## src/rtl/rf_wb_pkg.sv

```systemverilog
// Shared widths and the writeback entry type for the RF writeback stage.
package rf_wb_pkg;

    localparam int unsigned RF_ADDR_W = 5;
    localparam int unsigned RF_DATA_W = 32;
    localparam logic [RF_ADDR_W-1:0] REG_ZERO = 5'd0;

    // One queued register-file write.
    typedef struct packed {
        logic [RF_ADDR_W-1:0] addr;
        logic [RF_DATA_W-1:0] data;
    } wb_entry_t;

endpackage

```

## src/rtl/wb_fifo.sv

```systemverilog
// Synchronous in-order FIFO of writeback entries; pointers wrap modulo DEPTH.
module wb_fifo
    import rf_wb_pkg::*;
#(
    parameter int unsigned DEPTH = 4
) (
    input  logic                         clk,
    input  logic                         reset,
    input  logic                         push,
    input  wb_entry_t                    din,
    input  logic                         pop,
    output wb_entry_t                    dout,
    output logic                         full,
    output logic                         empty,
    output logic [$clog2(DEPTH+1)-1:0]   count
);

    localparam int unsigned PTR_W = $clog2(DEPTH);
    localparam int unsigned CNT_W = $clog2(DEPTH + 1);

    wb_entry_t        mem [DEPTH];
    logic [PTR_W-1:0] wr_ptr;
    logic [PTR_W-1:0] rd_ptr;
    logic             push_ok;
    logic             pop_ok;

    assign full    = (count == CNT_W'(DEPTH));
    assign empty   = (count == '0);
    assign push_ok = push && !full;
    assign pop_ok  = pop && !empty;
    assign dout    = mem[rd_ptr];

    // Storage array; contents need no reset since count gates visibility.
    always_ff @(posedge clk) begin
        if (push_ok) begin
            mem[wr_ptr] <= din;
        end
    end

    // Pointer and occupancy tracking.
    always_ff @(posedge clk or posedge reset) begin
        if (reset) begin
            wr_ptr <= '0;
            rd_ptr <= '0;
            count  <= '0;
        end else begin
            if (push_ok) begin
                wr_ptr <= wr_ptr + PTR_W'(1);
            end
            if (pop_ok) begin
                rd_ptr <= rd_ptr + PTR_W'(1);
            end
            case ({push_ok, pop_ok})
                2'b10:   count <= count + CNT_W'(1);
                2'b01:   count <= count - CNT_W'(1);
                default: count <= count;
            endcase
        end
    end

endmodule

```

## src/rtl/rf_writeback_arbiter.sv

```systemverilog
// Merges the single-cycle primary result and the queued long-latency result
// onto one register-file write port, and tracks registers still awaiting a
// long-latency writeback so decode can stall on them.
module rf_writeback_arbiter
    import rf_wb_pkg::*;
#(
    parameter int unsigned DEPTH  = 4,
    parameter int unsigned ADDR_W = RF_ADDR_W,
    parameter int unsigned DATA_W = RF_DATA_W
) (
    input  logic                        clk,
    input  logic                        reset,
    input  logic                        pri_wb_en,
    input  logic [ADDR_W-1:0]           pri_wb_addr,
    input  logic [DATA_W-1:0]           pri_wb_data,
    input  logic                        sec_valid,
    output logic                        sec_ready,
    input  logic [ADDR_W-1:0]           sec_addr,
    input  logic [DATA_W-1:0]           sec_data,
    input  logic                        issue_en,
    input  logic [ADDR_W-1:0]           issue_rd,
    input  logic [ADDR_W-1:0]           chk_rs1,
    input  logic [ADDR_W-1:0]           chk_rs2,
    input  logic [ADDR_W-1:0]           chk_rd,
    output logic                        hazard,
    output logic                        rg_wrt_en,
    output logic [ADDR_W-1:0]           rg_wrt_addr,
    output logic [DATA_W-1:0]           rg_wrt_data,
    output logic [$clog2(DEPTH+1)-1:0]  fifo_count,
    output logic                        idle
);

    localparam int unsigned NREG = 1 << ADDR_W;

    logic             pri_eff;
    logic             fifo_push;
    logic             fifo_pop;
    logic             fifo_full;
    logic             fifo_empty;
    wb_entry_t        push_entry;
    wb_entry_t        head;
    logic [NREG-1:0]  pending;
    logic [NREG-1:0]  pending_next;

    // Writes to x0 are dropped everywhere; reset also masks the primary path.
    assign pri_eff   = !reset && pri_wb_en && (pri_wb_addr != ADDR_W'(REG_ZERO));
    assign sec_ready = !reset && !fifo_full;
    assign fifo_push = sec_valid && sec_ready && (sec_addr != ADDR_W'(REG_ZERO));
    assign fifo_pop  = !reset && !pri_eff && !fifo_empty;

    assign push_entry.addr = RF_ADDR_W'(sec_addr);
    assign push_entry.data = RF_DATA_W'(sec_data);

    wb_fifo #(.DEPTH(DEPTH)) u_fifo (
        .clk   (clk),
        .reset (reset),
        .push  (fifo_push),
        .din   (push_entry),
        .pop   (fifo_pop),
        .dout  (head),
        .full  (fifo_full),
        .empty (fifo_empty),
        .count (fifo_count)
    );

    // Write-port mux: primary first, otherwise drain the queue head.
    always_comb begin
        rg_wrt_en   = 1'b0;
        rg_wrt_addr = '0;
        rg_wrt_data = '0;
        if (pri_eff) begin
            rg_wrt_en   = 1'b1;
            rg_wrt_addr = pri_wb_addr;
            rg_wrt_data = pri_wb_data;
        end else if (fifo_pop) begin
            rg_wrt_en   = 1'b1;
            rg_wrt_addr = ADDR_W'(head.addr);
            rg_wrt_data = DATA_W'(head.data);
        end
    end

    // Scoreboard update: clear on drain, then set on issue so a same-cycle set wins.
    always_comb begin
        pending_next = pending;
        if (fifo_pop) begin
            pending_next[ADDR_W'(head.addr)] = 1'b0;
        end
        if (issue_en && (issue_rd != ADDR_W'(REG_ZERO))) begin
            pending_next[issue_rd] = 1'b1;
        end
        pending_next[0] = 1'b0;
    end

    // Scoreboard state.
    always_ff @(posedge clk or posedge reset) begin
        if (reset) begin
            pending <= '0;
        end else begin
            pending <= pending_next;
        end
    end

    assign hazard = pending[chk_rs1] | pending[chk_rs2] | pending[chk_rd];
    assign idle   = (fifo_count == '0) && (pending == '0);

endmodule

```

## config.mk

```make
export PLATFORM = sky130hd
export DESIGN_NAME = rf_writeback_arbiter
export DESIGN_NICKNAME = d
export VERILOG_FILES = /design/src/rtl/rf_wb_pkg.sv /design/src/rtl/wb_fifo.sv /design/src/rtl/rf_writeback_arbiter.sv
export SDC_FILE = /design/constraint.sdc
export NUM_CORES = 1
export LEC_CHECK = 0
export ABC_AREA = 1
export CORE_ASPECT_RATIO = 1.25
export CORE_UTILIZATION = 29
export DETAILED_ROUTE_END_ITERATION = 10
export PLACE_DENSITY_LB_ADDON = 0.05
export SYNTH_ARGS = -nofsm -noshare
export SYNTH_HDL_FRONTEND = slang
export SYNTH_SLANG_ARGS = --single-unit
```

## constraint.sdc

```tcl
create_clock -name clk -period 4.9 [get_ports clk]
set_input_delay 0.49 -clock clk [delete_from_list [all_inputs] [get_ports clk]]
set_output_delay 0.49 -clock clk [all_outputs]
set_load 0.05 [all_outputs]
```

### Yosys cells after proc, flatten, opt, wreduce, memory -nomap -nowiden

Memory sizes are Yosys's and may differ from the RTL's.
Cells that the tools add are included.

| word-level totals | value |
|---|---|
| output and inout port bits | 44 |
| memories | 1 |
| input bits | 99 |
| RAM bits | 148 |
| register bits | 38 |
| logic and storage cells | 68 |

| operators by class | value |
|---|---|
| muxes and demuxes | 21 |
| bitwise logic cells | 5 |
| $lt $le $gt $ge | 7 |
| reductions and logical operators | 23 |
| equality and inequality tests | 3 |
| add/subtract/negate cells | 4 |

Memory list:

| name | depth | width | rd ports | clocked after memory_dff | wr ports | line | text |
|---|---|---|---|---|---|---|---|
| u_fifo.mem | 4 | 37 | 1 | 0 | 1 | wb_fifo.sv:21 | `wb_entry_t mem [DEPTH];` |

Operators with widths:

| operator | number |
|---|---|
| 32-bit two-way mux | 4 |
| 32-bit AND | 1 |
| 32-bit logical NOT | 1 |
| 32-bit inverter | 1 |
| 32-bit bitwise OR | 1 |
| 5-bit by 6-bit < comparator with 1-bit output (second input constant) | 5 |
| 1-bit binary-select mux with 5-bit select | 3 |
| 5-bit nonzero test | 3 |
| 1-bit logical AND | 13 |
| 1-bit demux with 5-bit select | 2 |
| 5-bit by 1-bit greater-or-equal comparator with 1-bit output (second input constant) | 2 |
| 5-bit two-way mux | 2 |
| 1-bit two-way mux | 9 |
| 3-bit one-hot mux with 2 select lines | 1 |
| 2-bit by 1-bit adder with 2-bit output (second input constant) | 2 |
| 1-bit logical NOT | 4 |
| 3-bit by 1-bit adder with 3-bit output (second input constant) | 1 |
| 3-bit == test (second input constant) | 1 |
| 3-bit logical NOT | 1 |
| 3-bit by 1-bit subtractor with 3-bit output (second input constant) | 1 |
| 2-bit by 1-bit == test with 1-bit output (second input constant) | 1 |
| 2-bit == test (second input constant) | 1 |
| 1-bit bitwise OR | 2 |
| 2-bit nonzero test | 1 |

### Logic depth before layout (Yosys ltp)

Gate-level depths: netlist (run 1).
An unclocked memory read counts as a cell.

| logic depth | value |
|---|---|
| depth after elaboration | 10 |
| depth in mapped cells | 12 |
| mapped depth without buffers | 11 |

### Modules after synthesis

From an unflattened synthesis (run 1), not the netlist that was laid out.

| unflattened totals | value |
|---|---|
| cells, all modules | 1038 |
| area, all modules | 9411.5 µm² |

By module, submodules not included:

| module | cells an instance | area an instance (µm²) | seq. area each (µm²) | times used |
|---|---|---|---|---|
| wb_fifo | 494 | 6348.6 | 4619.4 | 1 |
| rf_writeback_arbiter | 544 | 3062.9 | 775.7 | 1 |

### Worst setup path before layout (run 1)

Ideal clock, no wire load.

| timing | value |
|---|---|
| path kind | register to register |
| from | reg u_fifo.count[1] |
| to | mem u_fifo.mem[0][0] in the netlist's numbering (enable) |
| stages on the path, launching flop included | 7 |
| arrival | 3.785 ns |
| setup slack | 0.684 ns |
| path buffers | 0 |
| cells stage by stage | dfrtp_1 -> inv_1 -> a31oi_1 -> nand2_1 -> nor2_1 -> inv_1 -> nor2_1 |

| between the ends | value |
|---|---|
| longest elaborated chain between the ends | 8 |

RTL lines:

| element | line | text |
|---|---|---|
| start: declaration | wb_fifo.sv:15 | `output logic [$clog2(DEPTH+1)-1:0] count` |
| start signal: assignment | wb_fifo.sv:54 | `2'b10: count <= count + CNT_W'(1);` |
| start signal: assignment | wb_fifo.sv:55 | `2'b01: count <= count - CNT_W'(1);` |
| start signal: assignment | wb_fifo.sv:56 | `default: count <= count;` |
| 3-bit == test | wb_fifo.sv:27 | `assign full = (count == CNT_W'(DEPTH));` |
| 1-bit logical NOT | rf_writeback_arbiter.sv:47 | `assign sec_ready = !reset && !fifo_full;` |
| 1-bit logical AND | rf_writeback_arbiter.sv:47 |  |
| net sec_ready | rf_writeback_arbiter.sv:17 | `output logic sec_ready,` |
| 1-bit logical AND (2 in a row) | rf_writeback_arbiter.sv:48 | `assign fifo_push = sec_valid && sec_ready && (sec_addr != ADDR_W'(REG_ZERO));` |
| 1-bit logical AND | wb_fifo.sv:29 | `assign push_ok = push && !full;` |
| 1-bit two-way mux | wb_fifo.sv:35 | `if (push_ok) begin` |
| 1-bit two-way mux (implied by the code) | wb_fifo.sv:36 | `mem[wr_ptr] <= din;` |
| end: declaration | wb_fifo.sv:21 |  |

The timed path passes the listed nets, and every way through them passes these cells.

### Worst setup path in the final report (run 1)

| timing | value |
|---|---|
| from | reg u_fifo.rd_ptr[0] |
| to | out rg_wrt_data[30] |

| between the ends | value |
|---|---|
| longest elaborated chain between the ends | 3 |

RTL lines:

| element | line | text |
|---|---|---|
| start: declaration | wb_fifo.sv:23 | `logic [PTR_W-1:0] rd_ptr;` |
| start signal: assignment | wb_fifo.sv:51 | `rd_ptr <= rd_ptr + PTR_W'(1);` |
| memory read 4 x 37 bit | n/a |  |
| 32-bit two-way mux | rf_writeback_arbiter.sv:75 | `end else if (fifo_pop) begin` |
| 32-bit two-way mux | rf_writeback_arbiter.sv:71 | `if (pri_eff) begin` |
| end: declaration | rf_writeback_arbiter.sv:28 | `output logic [DATA_W-1:0] rg_wrt_data,` |

No other way between the ends.

==> out/results.txt, run 1 <==
The floorplan has 72 rows. The count of final setup violators is 0, and the post-synthesis adder-cell area fraction is 0.8959%. The path class of the tightest hold or removal check is primary input to async pin. Type of origin of the critical path: a flip-flop. By startpoint and endpoint, the worst setup path is classified as flip-flop to output port.

The first routing iteration left 351 violations. IR analysis of the VDD net gives a maximum drop of 0.2288 mV. The number of CTS-inserted buffers was 17; the vias per cell was 4.671. The total inserted antenna cells came out at 0. After detailed routing, the average wire length per cell comes to 17.33 um. After synthesis, the cell types taking the most area are sky130_fd_sc_hd__edfxtp_1 48%, sky130_fd_sc_hd__nand2_1 12%, sky130_fd_sc_hd__dfrtp_1 10%. The peak per-stage delay on the critical path is 0.84 ns, and the number of optimization iterations in the first detailed-route pass is 5.

The tools report the cell count after placement as 1515. The commonest non-fill, non-tap cell in the layout is sky130_fd_sc_hd__nand2_1. The fraction of layout cells with a size suffix above 1 is 7.105%, and the number of enable flip-flop cells after synthesis is 148.

The number of distinct library cell variants in the gate-level netlist after synthesis is 39, and the number of synthesized register bits is 186. In the routed design, unresolved DRC markers number 0. Counting every sink on the clock net gives 186.

The top cell types in the final layout, fill and taps aside, are 293 x sky130_fd_sc_hd__nand2_1, 148 x sky130_fd_sc_hd__nand3_1, 148 x sky130_fd_sc_hd__edfxtp_1. In this run the count of I/O pins placed on the die edge is 143. In the synthesized netlist, the number of instances is 1000. For this run the aggregate overflow at the end of global routing stands at 0. The final critical path takes up 76.68% of the cycle. For the synthesized netlist net count, the log shows 1105. Routability-driven placement finished with a final weighted congestion of 0.8610. The tree is rooted in a sky130_fd_sc_hd__clkbuf_16. The area of the mapped netlist is 9218 um^2. The area share of and/or/nand/nor cells after synthesis came out at 24.45%. The run finished with clean final reports.

Traced cell by cell, the critical path runs through buf_4 -> a21oi_1 -> o21ai_0 -> nand2_1 -> o21ai_0 -> clkdlybuf4s50_1. The logs give 0 ns for the setup TNS and 4.41 ns for the data required time at the worst endpoint. Leaving out filler cells and counting taps, the final layout contains 1547. For this block, the routed nets add up to 26810 um of wire.

After synthesis, the share of flip-flops with an asynchronous set or reset is 20.43%. For the final database, setup skew stands at 0.01307 ns. The number of nets at the end of the flow was 1232; the clock latency on the worst-skew pair was 0.43 ns.

The tools report the die outline area as 32510 um^2. The vertical extent of the die was 201.3 um. The width of the die came out at 161.5 um. For this design the ratio of total power to cell area is 544.6 nW/um^2. In this run the standard cell core region covers 31080 um^2. The first global-routing pass estimated 41850 um of wire.

For the number of routed nets with antenna violations, the log shows 0. Global routing consumed, over all layers together, 17.09% of the routing resources. Setup repair after global routing left no endpoint under its margin.

The most frequent cell on the critical path is sky130_fd_sc_hd__o21ai_0. The final-report hold violation count came out at 0. The library cell contributing the largest single delay on the critical path is sky130_fd_sc_hd__clkdlybuf4s50_1. The synthesized area per cell is 9.218 um^2.

The fraction of post-synthesis cell area in the top cell type by area was 48.22%; the time the final worst path needs with I/O delays and setup was 3.757 ns. The share of the synthesized area in compound gates (AO/OA/AOI/OAI) is 8.267%, and the number of vias in the routed layout is 7226. For this design the static power due to leakage is 4.626 nW.

In this run the tightest slew margin relative to its limit is 29.53%. Count of yosys warnings during synthesis: 0. Entering global routing, the biggest net connects 61 pins.

The number of hold buffers added after CTS was 0. Buffer count from post-CTS setup fixing: 0. Counting along the longest clock path gives a buffer depth of 2.

Element type at the critical path end: an output port. The synthesized design spends more area on one cell type than any other, namely sky130_fd_sc_hd__edfxtp_1. The initial antenna violation count came out at 1. Number of global-route vias before repair: 7178. TritonCTS built the clock tree.

The tools report the initial cell density of the core as 29.66%. The count of final max-slew check failures was 0; the post-cts resize count was 0. After synthesis, the largest family of logic cells by area is simple AND/OR/NAND/NOR gates. Compared with the post-synthesis result, the final layout area differs by 26.06%. For the pin with the worst max-slew slack, the measured transition is 1.049 ns. The tool flagged a number of max-cap violations equal to 0.

The clock-pin slew reported for the worst setup and hold paths after clock tree synthesis was 0.07 ns; the detailed placement HPWL was 18230 um. The count of buffers inserted at the top-level ports was 142; the highest clock frequency the design can meet was 266.2 MHz. Data arrives at the worst endpoint at 3.27 ns. The H-tree generated during clock tree synthesis spans 4 levels. The multiplexer share of the synthesized area was 0.2443%. The XOR/XNOR share of the synthesized area was 0.3801%.

The commonest register cell after synthesis is sky130_fd_sc_hd__edfxtp_1. The sequential element share of the synthesized area is 58.53%. The path depth of the worst reg2reg path was 8. Along the worst path, the maximum fanout reaches 60.
logic make-up (layout without fill, tap and decap cells):
group	Yosys count	in the layout
and+or+nand+nor	504	504
DFF	186	186
buffers and inverters	153	293
AOI/OAI and AO/OA	146	146
adders and majority gates	6	6
xor gates and xnor gates	4	4
muxes	1	1
power breakdown:
group | total [mW] | switching [mW] | internal (mW)
Sequential | 2.38 | 0.383 | 2.00
Combinational | 2.54 | 1.73 | 0.810
Clock | 1.41 | 0.599 | 0.810
Total | 6.33 | 2.71 | 3.62
worst max-delay path: cells and delay by family (launching register included):
kind            cells  cell delay, ns
buf+inv             2            1.44
flops               1            0.83
compound gates      3            0.41
simple gates        1            0.13
stage by stage:
stage               hold slack [ns]  utilization [%]  instance area [um^2]  total power [mW]  setup WS, ns
floorplan                    0.4690                -                  9218             4.064        0.6840
global placement             0.5111            35.46                 11020             5.005         1.206
detailed placement           0.5025            35.46                 11020             5.000         1.222
CTS                          0.3302            37.39                 11620             6.421         1.052
global route                 0.3408            37.39                 11620             6.735        0.8765
finish                       0.3485            37.39                 11620             6.328         1.143
synthesized netlist by cell type, types with 2 or more instances:
cell	n
sky130_fd_sc_hd__dfrtp_1	38
sky130_fd_sc_hd__edfxtp_1	148
sky130_fd_sc_hd__ha_1	5
sky130_fd_sc_hd__clkbuf_1	18
sky130_fd_sc_hd__xnor2_1	2
sky130_fd_sc_hd__inv_2	6
sky130_fd_sc_hd__nand2_1	293
sky130_fd_sc_hd__o21ai_1	38
sky130_fd_sc_hd__buf_6	5
sky130_fd_sc_hd__a31oi_1	2
sky130_fd_sc_hd__buf_2	14
sky130_fd_sc_hd__xor2_1	2
sky130_fd_sc_hd__nand3_1	148
sky130_fd_sc_hd__nor2_2	3
sky130_fd_sc_hd__o21ai_0	61
sky130_fd_sc_hd__nand2_2	8
sky130_fd_sc_hd__nor4_1	5
sky130_fd_sc_hd__nor2_1	15
sky130_fd_sc_hd__nor3_1	13
sky130_fd_sc_hd__a21oi_1	35
sky130_fd_sc_hd__o21ai_2	4
sky130_fd_sc_hd__inv_1	102
sky130_fd_sc_hd__o22ai_1	3
sky130_fd_sc_hd__buf_4	7
sky130_fd_sc_hd__nand2_4	6
sky130_fd_sc_hd__nand4_1	6
path summary, 6_finish.rpt:
path	slack [ns]	to	startpoint
setup / recovery	1.14	rg_wrt_data[30]	u_fifo.rd_ptr[0]
hold / removal	0.35	u_fifo.count[0]	reset
setup reg to reg	2.30	u_fifo.count[1]	u_fifo.count[0]
hold reg to reg	0.52	pending[6]	pending[6]
max in group asynchronous	3.84	u_fifo.rd_ptr[0]	reset
min in group clk	0.52	pending[6]	pending[6]
per-layer routing:
layer / track usage, % / vias up / wire, um
met3: 3.236 / 51 / 1035
li1: - / 3627 / -
met2: 30.54 / 174 / 13840
met4: 7.716 / 2 / 988
met5: 0 / - / 17
met1: 19.59 / 3372 / 10930
sequential cells by signal, indices dropped and copies added, names as in the netlist:
register and count:
u_fifo.count 3, u_fifo.wr_ptr 2, pending 31, u_fifo.mem 148
u_fifo.rd_ptr 2
final cells by class:
class,count,area (um^2)
Multi-Input combinational cell,661,3191
Inverter,108,405.4
Sequential cell,186,5399
Timing Repair Buffer,153,1516
Clock buffer,19,432.9
Fill cell,3182,19460
Clock inverter,13,166.4
Tap cell,407,509.2
(Power assumes the default switching activity.)
==> inputs of run 2 (changes only) <==
==> constraint.sdc (replaced) <==
create_clock -name clk -period 3.44 [get_ports clk]
set_input_delay 0.344 -clock clk [delete_from_list [all_inputs] [get_ports clk]]
set_output_delay 0.344 -clock clk [all_outputs]
set_load 0.05 [all_outputs]
==> run 2 against run 1 <==
Effect of this change:
- largest cell class unchanged
- cell count increased by 1.1%
- power increased by 50%
- die area unchanged
- count of clock-buffer cells in the layout decreased by 2
==> out/results.txt, run 2 (same netlist as run 1, synthesis figures left out) <==
The number of buffers on the longest clock path was 2; the number of flip-flops under the largest register name was 148. Initial cell density of the core: 29.66%. The flow ran to the end, and the final reports show no timing, DRC or antenna violations. The floorplan step set the die width to 161.5 um.

STA classifies the critical path endpoint as an output port. Across the run, the number of max-cap violations was 0. Based on the critical path, the design can be clocked at up to 336.0 MHz. The placed instances occupy a cell area of 11530 um^2. The final setup slack of the worst path was 0.4635 ns.

The tools report the total global routing track utilization as 18.27%. Count of buffers inserted at the top-level ports: 142. The sink count of the clock tree was 186.

The smallest clock period supported by the final layout is computed as 2.976 ns. The clock tree synthesis step divided the H-tree into 4 levels. For the detailed placement HPWL, the log shows 20030 um. Type of the worst setup path: flip-flop to output port. The floorplan row count was 72.

The repair_antennas step left the layout with diodes totalling 0. Vertical extent of the die: 201.3 um. The buffering stage count on the worst path with inverters included came out at 3.

Type of origin of the critical path: a flip-flop. The library cells used most frequently in the layout, excluding fill and tap cells, are 293 x sky130_fd_sc_hd__nand2_1, 148 x sky130_fd_sc_hd__nand3_1, 148 x sky130_fd_sc_hd__edfxtp_1. Walking the worst path, the cells encountered are inv_2 -> buf_4 -> nand2_1 -> nand3_1 -> nand2_1 -> o21ai_0 -> buf_12. Relative to the synthesized area, the layout overhead comes to 31.28%. Leaving out filler cells and counting taps, the final layout contains 1564.

At the end of routability-driven placement, the weighted congestion stood at 0.8723. The family of cells with the greatest summed delay on the critical path was buffers and inverters. Setup repair after global routing left no endpoint under its margin. The global route total overflow is 0, and the setup TNS is 0 ns. The number of optimization iterations in the first detailed-route pass is 5.

In the final layout, the share of cells above drive strength 1 is 12.10%. STA puts the critical path data required time at 3.10 ns. Detailed routing inserted a total of 7352 vias. The worst register-to-register path has a setup slack of 1.01 ns. In this run the tightest slew margin relative to its limit is 29.55%.

IR analysis of the VDD net gives a maximum drop of 0.3136 mV. Leaving out fill and tap cells, the most frequent cell in the layout is sky130_fd_sc_hd__nand2_1. The vias per cell was 4.701; the data arrival time of the critical path was 2.63 ns. The number of routed nets with antenna violations is 0, and the core area is 31080 um^2. The final cycle utilization of the critical path came out at 86.53%. The logs give 387 for the initial detailed-routing violation count and 1249 for the number of nets at the end of the flow. Buffers added to address setup during post-CTS repair amount to 0. Prior to clock tree synthesis, the placed netlist has a worst setup slack of 0.6320 ns. In this design, the stage delay of the slowest critical-path cell is 0.60 ns.

In the final routed layout, each cell accounts on average for 18.28 um. The run gives 0 as the number of DRC violations after detailed routing. The number of gates resized after CTS was 0.

The number of global-route vias before repair is 7296. The largest registers in the layout are u_fifo.mem x148, pending x31, u_fifo.count x3. u_fifo.mem holds more flip-flops than any other register. The cell count after placement is 1532, and the pin count of the biggest net entering global routing is 52. For the initial antenna violation count, the log shows 1.

The most numerous cell type found on the critical path is sky130_fd_sc_hd__nand2_1. The number of I/O pins came out at 143. TritonCTS built the clock tree. Buffers inserted during clock tree synthesis total 17. The hold buffer count at cts is 0. The final-report hold violation count was 0. Setup violations remaining at the end of the flow were counted as 0. Clock latency on the worst-skew pair, taken at its later pin, is 0.44 ns. The maximum clock skew at final layout was 0.01326 ns; the power per unit of standard cell area was 786.3 nW/um^2. With fillers left out, the area of the finished cells amounts to 12100 um^2.

At the pin with the least slew margin, the transition time is 1.049 ns. In this run the static leakage power is 4.891 nW. Clock-pin slew was measured on the worst setup and hold paths at 0.07 ns. Hold is met by 0.5434 ns. The final layout contains routed wiring with a total length of 28590 um.

The path class of the tightest hold or removal check is primary input to flip-flop. The library cell contributing the largest single delay on the critical path is sky130_fd_sc_hd__dfrtp_4. The root buffer cell chosen for the clock tree is sky130_fd_sc_hd__clkbuf_16. The die covers 32510 um^2. The count of final max-slew check failures was 0. In this run the worst path has a maximum fanout of 27. The first global-routing pass estimated 43980 um of wire.
-- run 2: changes by cell type in the layout (fill, tap and decap cells not counted), sizes merged --
cell / delta
clkdlybuf4s50: -39
clkbuf: -2
clkinv: -2
bufinv: -3
inv: +6
buf: +56
clkinvlp: +1
-- run 2: final cells by class --
class	instances	area, um^2
Sequential cell	186	5399
Multi-Input combinational cell	661	3191
Tap cell	407	509.2
Timing Repair Buffer	170	2022
Clock inverter	15	148.9
Clock buffer	17	425.4
Fill cell	3142	18980
Inverter	108	405.4
-- run 2: path summary, 6_finish.rpt --
| kind | startpoint | endpoint | cells after the start |
|---|---|---|---|
| max | u_fifo.rd_ptr[0] | rg_wrt_data[6] | 7 |
| max reg2reg | u_fifo.count[0] | u_fifo.count[1] | 8 |
| max in group asynchronous | reset | pending[30] | 3 |
| min | sec_data[19] | u_fifo.mem[2][19] | 1 |
| min reg2reg | pending[5] | pending[5] | 2 |
| min in group asynchronous | reset | pending[8] | 2 |
-- run 2: report_power, final --
group	switching (mW)	leakage (nW)	internal, mW
Combinational	2.71	2.82	1.54
Clock	0.947	0.278	0.970
Sequential	0.502	1.80	2.84
-- run 2: worst reg2reg max path, stage by stage (launching register included) --
cell	delay, ns
sky130_fd_sc_hd__dfrtp_1	0.48
sky130_fd_sc_hd__nor3_1	0.41
sky130_fd_sc_hd__nor2_1	0.16
sky130_fd_sc_hd__nand2_4	0.29
sky130_fd_sc_hd__inv_2	0.13
sky130_fd_sc_hd__ha_1	0.21
sky130_fd_sc_hd__inv_1	0.09
sky130_fd_sc_hd__fa_1	0.42
sky130_fd_sc_hd__o21ai_0	0.16
-- run 2: stage by stage --
step                      utilization, %  total power [mW]
after floorplan                        -             5.791
after global placement             37.09             7.722
after detailed placement           37.09             7.714
after CTS                          38.93             9.656
after global routing               38.93             10.09
final                              38.93             9.515
-- run 2: metal layers --
layer  up-vias  share of wire [%]  GRT usage [%]
met5         -              0.052              0
met4         2                4.2          8.929
met3        41                4.2          3.030
met2       206                 52          32.30
met1      3434                 40          21.24
li1       3669                  -              -
==> inputs of run 3 (changes only) <==
--- a/config.mk
+++ b/config.mk
@@ -7,7 +7,7 @@
 export LEC_CHECK = 0
 export ABC_AREA = 1
 export CORE_ASPECT_RATIO = 1.25
-export CORE_UTILIZATION = 29
+export CORE_UTILIZATION = 43
 export DETAILED_ROUTE_END_ITERATION = 10
 export PLACE_DENSITY_LB_ADDON = 0.05
 export SYNTH_ARGS = -nofsm -noshare
==> run 3 against run 2 <==
Effect of this change:
- clock power increased by 3%
- global-route usage up 5.7 points
- first-iteration DRC count rose by 13%
- register-to-register slack worse by 0.35 ns
- count of clock-buffer cells in the layout unchanged
- utilization increased by 18 points
- sequential share of layout area up 0.77 points
- largest cell class unchanged
==> out/results.txt, run 3 (same netlist as run 1, synthesis figures left out) <==
The flow ran to the end, and the final reports show no timing, DRC or antenna violations. The worst hold path belongs to the class flip-flop to flip-flop. The clock passes through at most 2 buffers. The max-capacitance violation count was 0. The completed layout was analyzed and its total power is 9.359 mW. The number of I/O pins came out at 143. The tools report the number of nets at the end of the flow as 1241. The clock drives 186 sinks.

In this run, CTS created clock tree buffers numbering 17. Leaving out fill and tap cells, the most frequent cells in the layout are 293 x sky130_fd_sc_hd__nand2_1, 148 x sky130_fd_sc_hd__nand3_1, 148 x sky130_fd_sc_hd__edfxtp_1. The clock-pin slew reported for the worst setup and hold paths after clock tree synthesis is 0.07 ns.

The highest clock frequency the design can meet was 348.4 MHz; the fraction of layout cells with a size suffix above 1 was 11.23%. The H-tree generated during clock tree synthesis spans 4 levels. The initial antenna violation count came out at 1.

The data arrival time of the critical path is 2.53 ns, and the final-report hold violation count is 0. Summing over every cut layer, the via total after detailed routing is 7370. For the wire length on met1, the log shows 9675 um. Setup violations remaining at the end of the flow were counted as 0.

TritonCTS built the clock tree. Summed over all layers, the routed wires come to 25100 um. Entering global routing, the biggest net connects 58 pins. The number of flip-flops under the largest register name is 148, and the transition at the pin with the smallest max-transition slack is 1.169 ns.

The run gives 0.43 ns as the clock latency on the worst-skew pair. More flip-flops sit in one register than any other, and that register is u_fifo.mem. Setup total negative slack on the finished layout was measured at 0 ns. The core area was 20890 um^2. The detailed placement HPWL was 17320 um; the number of optimization iterations in the first detailed-route pass was 6. Routability-driven placement finished with a final weighted congestion of 0.9165. The initial utilization of the core area, before any placement, comes to 44.12%. Global routing used 23.97% of the available tracks. In the final layout, the multi-input gates occupy 3191 um^2. Clock skew on the completed layout was measured at 0.008752 ns. Number of global-route vias before repair: 7317. The met3 wire length was 1173 um. Setup repair after global routing left no endpoint under its margin. The average wire per standard cell was 17.64 um; the final cycle utilization of the critical path was 83.44%. STA classifies the critical path startpoint as a flip-flop. The worst-case vdd ir drop came out at 0.3946 mV. In the final layout, the registers with the most flip-flops are u_fifo.mem x148, pending x31, u_fifo.count x3. In this run, post-CTS repair resized a total of 0 instances. The topmost layer with routed signal wires is met5.

The total inserted antenna cells is 0, and the power per unit of standard cell area is 786.7 nW/um^2. The first global-routing pass estimated 39920 um of wire. The critical path in this run is classified as flip-flop to output port.

For this design, the CTS-stage hold fixing added 0 buffers. The die covers 22030 um^2. Of all nets on the critical path, the largest fanout is 40. Fill cells in the final layout number 1854. The area growth from synthesis to layout is 29.06%. The width of the die is 133.0 um. The commonest non-fill, non-tap cell in the layout is sky130_fd_sc_hd__nand2_1. The logs give 59 for the floorplan row count and 439 for the initial detailed-routing violation count. Port buffering added 142 buffers.

Relative slew slack: 21.90%. The tools report the element type at the critical path end as an output port. Registers take 5399 um^2. Global routing finished with a remaining overflow of 0. In this run the static leakage power is 4.852 nW. The smallest clock period supported by the final layout is computed as 2.870 ns.

For the buffer count from post-CTS setup fixing, the log shows 0. The routed design uses 13260 um of met2 wire. The logs give 0 for the count of final max-slew check failures and 0 for the number of DRC violations after detailed routing. The logs give 0 for the number of routed nets with antenna violations and 3.10 ns for the data required time at the worst endpoint. The tools report the clock root buffer master as sky130_fd_sc_hd__clkbuf_16. The vertical extent of the die came out at 165.7 um.

Using the TritonRoute via totals, the vias-per-cell ratio works out to 5.179.
run 3: per-stage QoR:
stage	util, %	hold WS (ns)	worst slack [ns]	std cells	instance area (um^2)
floorplan	-	0.4429	-0.1944	1000	9228
global placement	54.09	0.4935	0.1281	1391	11300
detailed placement	54.09	0.5027	0.08404	1391	11300
CTS	56.94	0.5203	0.4719	1423	11900
global route	56.94	0.5420	0.3458	1423	11900
finish	56.94	0.5259	0.5695	1423	11900
run 3: area by class of cell:
cell class | instances | area share (%)
Timing Repair Buffer | 162 | 16.49
Clock buffer | 17 | 3.576
Tap cell | 274 | 2.882
Clock inverter | 15 | 1.441
Inverter | 108 | 3.408
Multi-Input combinational cell | 661 | 26.82
Sequential cell | 186 | 45.38
run 3: worst paths after layout:
check / end / slack, ns / startpoint / cells past startpoint
setup / recovery: rg_wrt_addr[2] / 0.57 / u_fifo.count[0] / 7
hold / removal: pending[2] / 0.53 / pending[2] / 2
setup reg to reg: u_fifo.mem[3][10] / 0.66 / u_fifo.count[0] / 7
hold reg to reg: pending[2] / 0.53 / pending[2] / 2
max in group asynchronous: u_fifo.rd_ptr[0] / 2.52 / reset / 4
min in group asynchronous: u_fifo.wr_ptr[0] / 0.54 / reset / 4
run 3: metal layers:
metal  track usage, %  vias up
li1                 -     3651
met1            27.15     3445
met2            43.30      214
met3            4.591       58
met4            10.74        2
met5                0        -
run 3: power breakdown:
part | total (mW) | switching (mW) | leakage, nW | internal (mW)
sequential | 3.34 | 0.494 | 1.80 | 2.85
clock | 1.97 | 0.826 | 0.279 | 1.14
combinational | 4.05 | 2.57 | 2.78 | 1.48
total | 9.36 | 3.89 | 4.85 | 5.47
run 3: critical path, stage by stage, from the launching register on:
cell and delay, ns:
sky130_fd_sc_hd__dfrtp_1 0.42, sky130_fd_sc_hd__nor3_1 0.43, sky130_fd_sc_hd__nor2_1 0.16, sky130_fd_sc_hd__nand2_4 0.11, sky130_fd_sc_hd__buf_4 0.44, sky130_fd_sc_hd__nor2_2 0.13, sky130_fd_sc_hd__a31o_2 0.26, sky130_fd_sc_hd__buf_12 0.15
